==> config.mk <==
export PLATFORM = sky130hd
export DESIGN_NAME = codec_serial_tx
export DESIGN_NICKNAME = d
export VERILOG_FILES = /design/src/rtl/codec_pkg.sv /design/src/rtl/codec_clk_gen.sv /design/src/rtl/codec_serial_tx.sv
export SDC_FILE = /design/constraint.sdc
export NUM_CORES = 1
export LEC_CHECK = 0
export ABC_AREA = 1
export CAP_MARGIN = 40
export CORE_MARGIN = 1.5
export CORE_UTILIZATION = 60
export CTS_BUF_LIST = sky130_fd_sc_hd__clkbuf_4 sky130_fd_sc_hd__clkbuf_8
export CTS_CLUSTER_DIAMETER = 120
export CTS_CLUSTER_SIZE = 16
export DETAILED_ROUTE_END_ITERATION = 7
export GPL_TIMING_DRIVEN = 0
export PLACE_DENSITY_LB_ADDON = 0.2
export SLEW_MARGIN = 25
export SYNTH_ARGS = -nofsm -noshare
export SYNTH_HDL_FRONTEND = slang
export SYNTH_SLANG_ARGS = --single-unit
==> constraint.sdc <==
create_clock -name clk -period 3.65 [get_ports clk]
set_clock_uncertainty 0.05 [all_clocks]
set_input_delay 0.5475 -clock clk [delete_from_list [all_inputs] [get_ports clk]]
set_output_delay 0.5475 -clock clk [all_outputs]
set_load 0.01 [all_outputs]
==> src/rtl/codec_pkg.sv <==
// Shared defaults and helpers for the codec audio output path.
package codec_pkg;

  localparam int unsigned SAMPLE_WIDTH = 20;
  localparam int unsigned SLOT_WIDTH   = 32;
  localparam int unsigned SCLK_HALF    = 4;
  localparam int unsigned MCLK_HALF    = 1;

  typedef struct packed {
    logic [SAMPLE_WIDTH-1:0] left;
    logic [SAMPLE_WIDTH-1:0] right;
  } stereo_sample_t;

  // Width of the in-frame bit position counter (two slots per frame).
  function automatic int unsigned seq_width(input int unsigned slot_width);
    return $clog2(2 * slot_width);
  endfunction

endpackage

==> src/rtl/codec_clk_gen.sv <==
// Codec master clock and bit clock dividers; flags the clk cycle in which sclk falls.
module codec_clk_gen #(
  parameter int unsigned SCLK_HALF = 4,
  parameter int unsigned MCLK_HALF = 1
) (
  input  logic clk,
  input  logic reset,
  output logic mclk,
  output logic sclk,
  output logic sclk_fall
);

  localparam int unsigned SCNT_W = (SCLK_HALF > 1) ? $clog2(SCLK_HALF) : 1;
  localparam int unsigned MCNT_W = (MCLK_HALF > 1) ? $clog2(MCLK_HALF) : 1;
  localparam logic [SCNT_W-1:0] SCNT_LAST = SCNT_W'(SCLK_HALF - 1);
  localparam logic [MCNT_W-1:0] MCNT_LAST = MCNT_W'(MCLK_HALF - 1);

  logic [SCNT_W-1:0] sclk_cnt;
  logic [MCNT_W-1:0] mclk_cnt;
  logic              sclk_wrap;
  logic              mclk_wrap;

  assign sclk_wrap = (sclk_cnt == SCNT_LAST);
  assign mclk_wrap = (mclk_cnt == MCNT_LAST);
  // Strobe is asserted in the cycle whose edge drives sclk from 1 to 0.
  assign sclk_fall = sclk_wrap & sclk;

  always_ff @(posedge clk) begin
    if (reset) begin
      sclk_cnt <= '0;
      sclk     <= 1'b0;
    end else if (sclk_wrap) begin
      sclk_cnt <= '0;
      sclk     <= ~sclk;
    end else begin
      sclk_cnt <= sclk_cnt + 1'b1;
    end
  end

  always_ff @(posedge clk) begin
    if (reset) begin
      mclk_cnt <= '0;
      mclk     <= 1'b0;
    end else if (mclk_wrap) begin
      mclk_cnt <= '0;
      mclk     <= ~mclk;
    end else begin
      mclk_cnt <= mclk_cnt + 1'b1;
    end
  end

endmodule

==> src/rtl/codec_serial_tx.sv <==
// I2S transmitter: one-entry sample buffer, frame position counter and MSB-first
// serialiser driving the codec DAC pins.
module codec_serial_tx
  import codec_pkg::*;
#(
  parameter  int unsigned SAMPLE_WIDTH = codec_pkg::SAMPLE_WIDTH,
  parameter  int unsigned SLOT_WIDTH   = codec_pkg::SLOT_WIDTH,
  parameter  int unsigned SCLK_HALF    = codec_pkg::SCLK_HALF,
  parameter  int unsigned MCLK_HALF    = codec_pkg::MCLK_HALF,
  localparam int unsigned SEQ_W        = seq_width(SLOT_WIDTH)
) (
  input  logic                    clk,
  input  logic                    reset,
  input  logic                    in_valid,
  output logic                    in_ready,
  input  logic [SAMPLE_WIDTH-1:0] in_left,
  input  logic [SAMPLE_WIDTH-1:0] in_right,
  output logic                    mclk,
  output logic                    sclk,
  output logic                    lrck,
  output logic                    sdout,
  output logic [SEQ_W-1:0]        seq,
  output logic                    underrun
);

  typedef struct packed {
    logic [SAMPLE_WIDTH-1:0] left;
    logic [SAMPLE_WIDTH-1:0] right;
  } pair_t;

  localparam logic [SEQ_W-1:0] SEQ_LAST    = SEQ_W'(2 * SLOT_WIDTH - 1);
  localparam logic [SEQ_W-1:0] SLOT_START  = SEQ_W'(SLOT_WIDTH);
  localparam logic [SEQ_W-1:0] LEFT_LAST   = SEQ_W'(SAMPLE_WIDTH);
  localparam logic [SEQ_W-1:0] RIGHT_FIRST = SEQ_W'(SLOT_WIDTH + 1);
  localparam logic [SEQ_W-1:0] RIGHT_LAST  = SEQ_W'(SLOT_WIDTH + SAMPLE_WIDTH);

  logic                    sclk_fall;
  logic                    buf_full;
  pair_t                   buf_pair;
  pair_t                   in_pair;
  pair_t                   load_pair;
  logic [SAMPLE_WIDTH-1:0] sh_left;
  logic [SAMPLE_WIDTH-1:0] sh_right;
  logic [SEQ_W-1:0]        seq_next;
  logic                    frame_start;
  logic                    accept;
  logic                    bypass;
  logic                    left_bit;
  logic                    right_bit;

  codec_clk_gen #(
    .SCLK_HALF(SCLK_HALF),
    .MCLK_HALF(MCLK_HALF)
  ) u_clk_gen (
    .clk      (clk),
    .reset    (reset),
    .mclk     (mclk),
    .sclk     (sclk),
    .sclk_fall(sclk_fall)
  );

  assign in_ready = ~buf_full;

  always_comb begin
    in_pair     = '{left: in_left, right: in_right};
    seq_next    = (seq == SEQ_LAST) ? '0 : seq + 1'b1;
    frame_start = sclk_fall && (seq == SEQ_LAST);
    accept      = in_valid && !buf_full;
    // An empty buffer at frame start lets the offered pair skip straight to the shifters.
    bypass      = frame_start && !buf_full && in_valid;
    left_bit    = (seq_next != '0) && (seq_next <= LEFT_LAST);
    right_bit   = (seq_next >= RIGHT_FIRST) && (seq_next <= RIGHT_LAST);
    if (buf_full) begin
      load_pair = buf_pair;
    end else if (in_valid) begin
      load_pair = in_pair;
    end else begin
      load_pair = '0;
    end
  end

  always_ff @(posedge clk) begin
    if (reset) begin
      buf_full <= 1'b0;
      buf_pair <= '0;
    end else if (frame_start && buf_full) begin
      buf_full <= 1'b0;
    end else if (accept && !bypass) begin
      buf_full <= 1'b1;
      buf_pair <= in_pair;
    end
  end

  always_ff @(posedge clk) begin
    if (reset) begin
      seq      <= SEQ_LAST;
      lrck     <= 1'b0;
      sdout    <= 1'b0;
      sh_left  <= '0;
      sh_right <= '0;
      underrun <= 1'b0;
    end else if (sclk_fall) begin
      seq  <= seq_next;
      lrck <= (seq_next >= SLOT_START);
      if (frame_start) begin
        sh_left  <= load_pair.left;
        sh_right <= load_pair.right;
        sdout    <= 1'b0;
        if (!buf_full && !in_valid) begin
          underrun <= 1'b1;
        end
      end else if (left_bit) begin
        sdout   <= sh_left[SAMPLE_WIDTH-1];
        sh_left <= sh_left << 1;
      end else if (right_bit) begin
        sdout    <= sh_right[SAMPLE_WIDTH-1];
        sh_right <= sh_right << 1;
      end else begin
        sdout <= 1'b0;
      end
    end
  end

endmodule

==> run summary <==
Outcome: complete, no violations
RSZ-0062 raised after global routing: no
DR WL met2: 5545 um
Hold_buf cts: 0
WL met1: 4842 um
Initial Utilization: 61.35%
Cell Pwr Density: 377.8 mW/mm2
Overall via count from detail_route: 4644
Worst Path Buf+Inv: 3
# H-tree levels: 3
# Post-CTS Setup Buffers: 0
Leading cell type in the layout, fill and taps excluded: nor2_1
Max Buffers Root-to-Sink: 2
Diodes inserted: 0
Worst-path fanout max: 10
Endpoints failing hold: 0
Most frequent cells in the layout: 126 x nor2_1, 99 x nand2_1, 95 x dfxtp_1
Synthesized Nets: 719
Global Route Usage Sum: 28.48%
Clk slew on worst S/H paths: 0.09 ns
Worst Max-Slew Pin Slew: 0.5076 ns
Synth-to-Final Area Change: 18.56%
Net count, final: 783
Worst skew pair latency: 0.36 ns
CP Capture Type: register
Die Width: 91.43 um
Wire per inst: 13.32 um
Worst setup SP type: register
Met3 routed WL: 571 um
Vias in the first global route: 4318
Synth Area per Inst: 6.982 um2
Die Ht: 91.43 um
DP Cell Count: 827
CORE AREA: 0.007647 mm2
Initial DRC count: 309
Post_cts resized: 0
Die Area: 0.008359 mm2
Synth warn: 0
# clock sinks: 95
Yosys cell types: 31
Post-DR vias/cell: 5.509
Largest net degree at the start of global routing: 16
Fin cells: 843
Worst path cell trace: ha_1, nand2_2, nor2_2, nand2_2, nor2_4, inv_2, nand2_2, inv_1, clkbuf_1, nor2_1, nor2_1
CP top delay family: buffers and inverters
Drt pass-1 iters: 5
CTS Buf Count: 9
Peak Freq: 454.6 MHz
Critical-path top delay cell: clkbuf_1
DR DRC count: 0
Antenna Violating Nets Remaining: 0
Req. time, crit path: 3.90 ns
Crit Path Class: reg -> reg
Fin crit share: 60.26%
Hold Crit Class: reg -> reg
Top Layer Used: met4
Peak per-stage delay on the critical path: 0.42 ns
Gpl congestion: 0.8582
Initial antenna violation count: 0
Synthesized area: 0.004692 mm2
Port Buffers: 53
Crit path DAT: 2.45 ns
Slew Limit Fails: 0
Dpl hpwl: 7953 um
Final setup violation count: 0
Clk root buf: clkbuf_8
Design Power: 2102 uW
Slew HR: 66.16%
Leakage: 0.002163 uW
Post-Synthesis Cells: 672
CP most frequent cell: nand2_2
Rows: 32
VDD IR max: 0.1945 mV
# IOs: 55
Remaining global-route overflow: 0
Sequential area share after synthesis: 40.53%
Yosys reg bits: 95
Max Cap Viol: 0
First-pass GRT wire length: 19460 um
Setup TNS: 0 ns
Layout cells sized above 1: 8.097%
Final WL: 11230 um
Minimum clock period: 2.200 ns
CTS tree: built
area by class of cell:
class,count,area [um2]
Timing Repair Buffer,53,530.5
Inverter,58,217.7
Buffer,52,310.3
Clock inverter,4,53.80
Tap cell,102,127.6
Fill cell,628,2085
Clock buffer,12,158.9
Multi-Input combinational cell,467,2262
Sequential cell,95,1902
where the power goes:
| group | switching, uW | internal (uW) |
|---|---|---|
| Combinational | 151 | 118 |
| Clock | 370 | 363 |
| Sequential | 21.3 | 1080 |
| Total | 543 | 1560 |
routing by layer:
| metal | GRT usage [%] | vias up |
|---|---|---|
| met5 | 0 | - |
| met4 | 11.46 | 0 |
| met3 | 3.434 | 24 |
| met2 | 49.07 | 140 |
| met1 | 35.99 | 2156 |
| li1 | - | 2324 |
logic make-up after synthesis:
group                    after synthesis  share of synthesized area [%]
AO/OA/AOI/OAI                        171                          20.91
other                                  1                        0.07992
flip-flops                            95                          40.53
buffers and inverters                110                          11.25
AND/OR/NAND/NOR                      290                          25.97
XOR/XNOR                               1                         0.1867
adder cells (fa/ha/maj)                4                          1.067
per-stage QoR:
stage	hold slack (ns)	setup WS [ns]	instance area, um2	utilization (%)
floorplan	0.3543	1.814	4692	-
global placement	0.3622	1.472	5350	69.96
detailed placement	0.3729	1.395	5350	69.96
CTS	0.3861	1.455	5563	72.74
global route	0.3999	1.201	5563	72.74
finish	0.3816	1.450	5563	72.74
registers in the layout, summed over array words and instances, names as in the netlist:
register / count
u_clk_gen.sclk: 1
seq: 6
u_clk_gen.mclk_cnt: 1
underrun: 1
sh_right: 20
u_clk_gen.mclk: 1
u_clk_gen.sclk_cnt: 2
buf_full: 1
sdout: 1
buf_pair: 40
sh_left: 20
lrck: 1
worst register-to-register path, delay by kind of cell, from the launching register on:
kind                       cells  cell delay [ns]
buffers and inverters          3             0.74
DFF                            1             0.39
adders and majority gates      1             0.29
and+or+nand+nor                7             0.67
Yosys cell counts, drive strengths merged:
cell	number	area (um2)
nor2	130	503.0
nand2	106	425.4
dfxtp	95	1902
o21ai	82	414.2
inv	57	214.0
nand3	48	255.3
a21oi	43	219.0
a22oi	40	300.3
buf	29	224.0
clkbuf	23	86.33
ha	4	50.05
nor3	3	15.01
a22o	2	17.52
nand4	2	12.51
o211ai	2	15.01
o21a	2	15.01
clkinv	1	3.750
conb	1	3.750
nor3b	1	7.510
xor2	1	8.760
path summary, 6_finish.rpt:
kind                                             from                    end  slack [ns]  cells after the start
worst max-delay path                           seq[0]            buf_pair[3]        1.45                     11
worst min-delay path            u_clk_gen.sclk_cnt[0]  u_clk_gen.sclk_cnt[0]        0.38                      1
worst min register to register  u_clk_gen.sclk_cnt[0]  u_clk_gen.sclk_cnt[0]        0.38                      1
worst max register to register                 seq[0]            buf_pair[3]        1.45                     11
(Power assumes the default switching activity.)
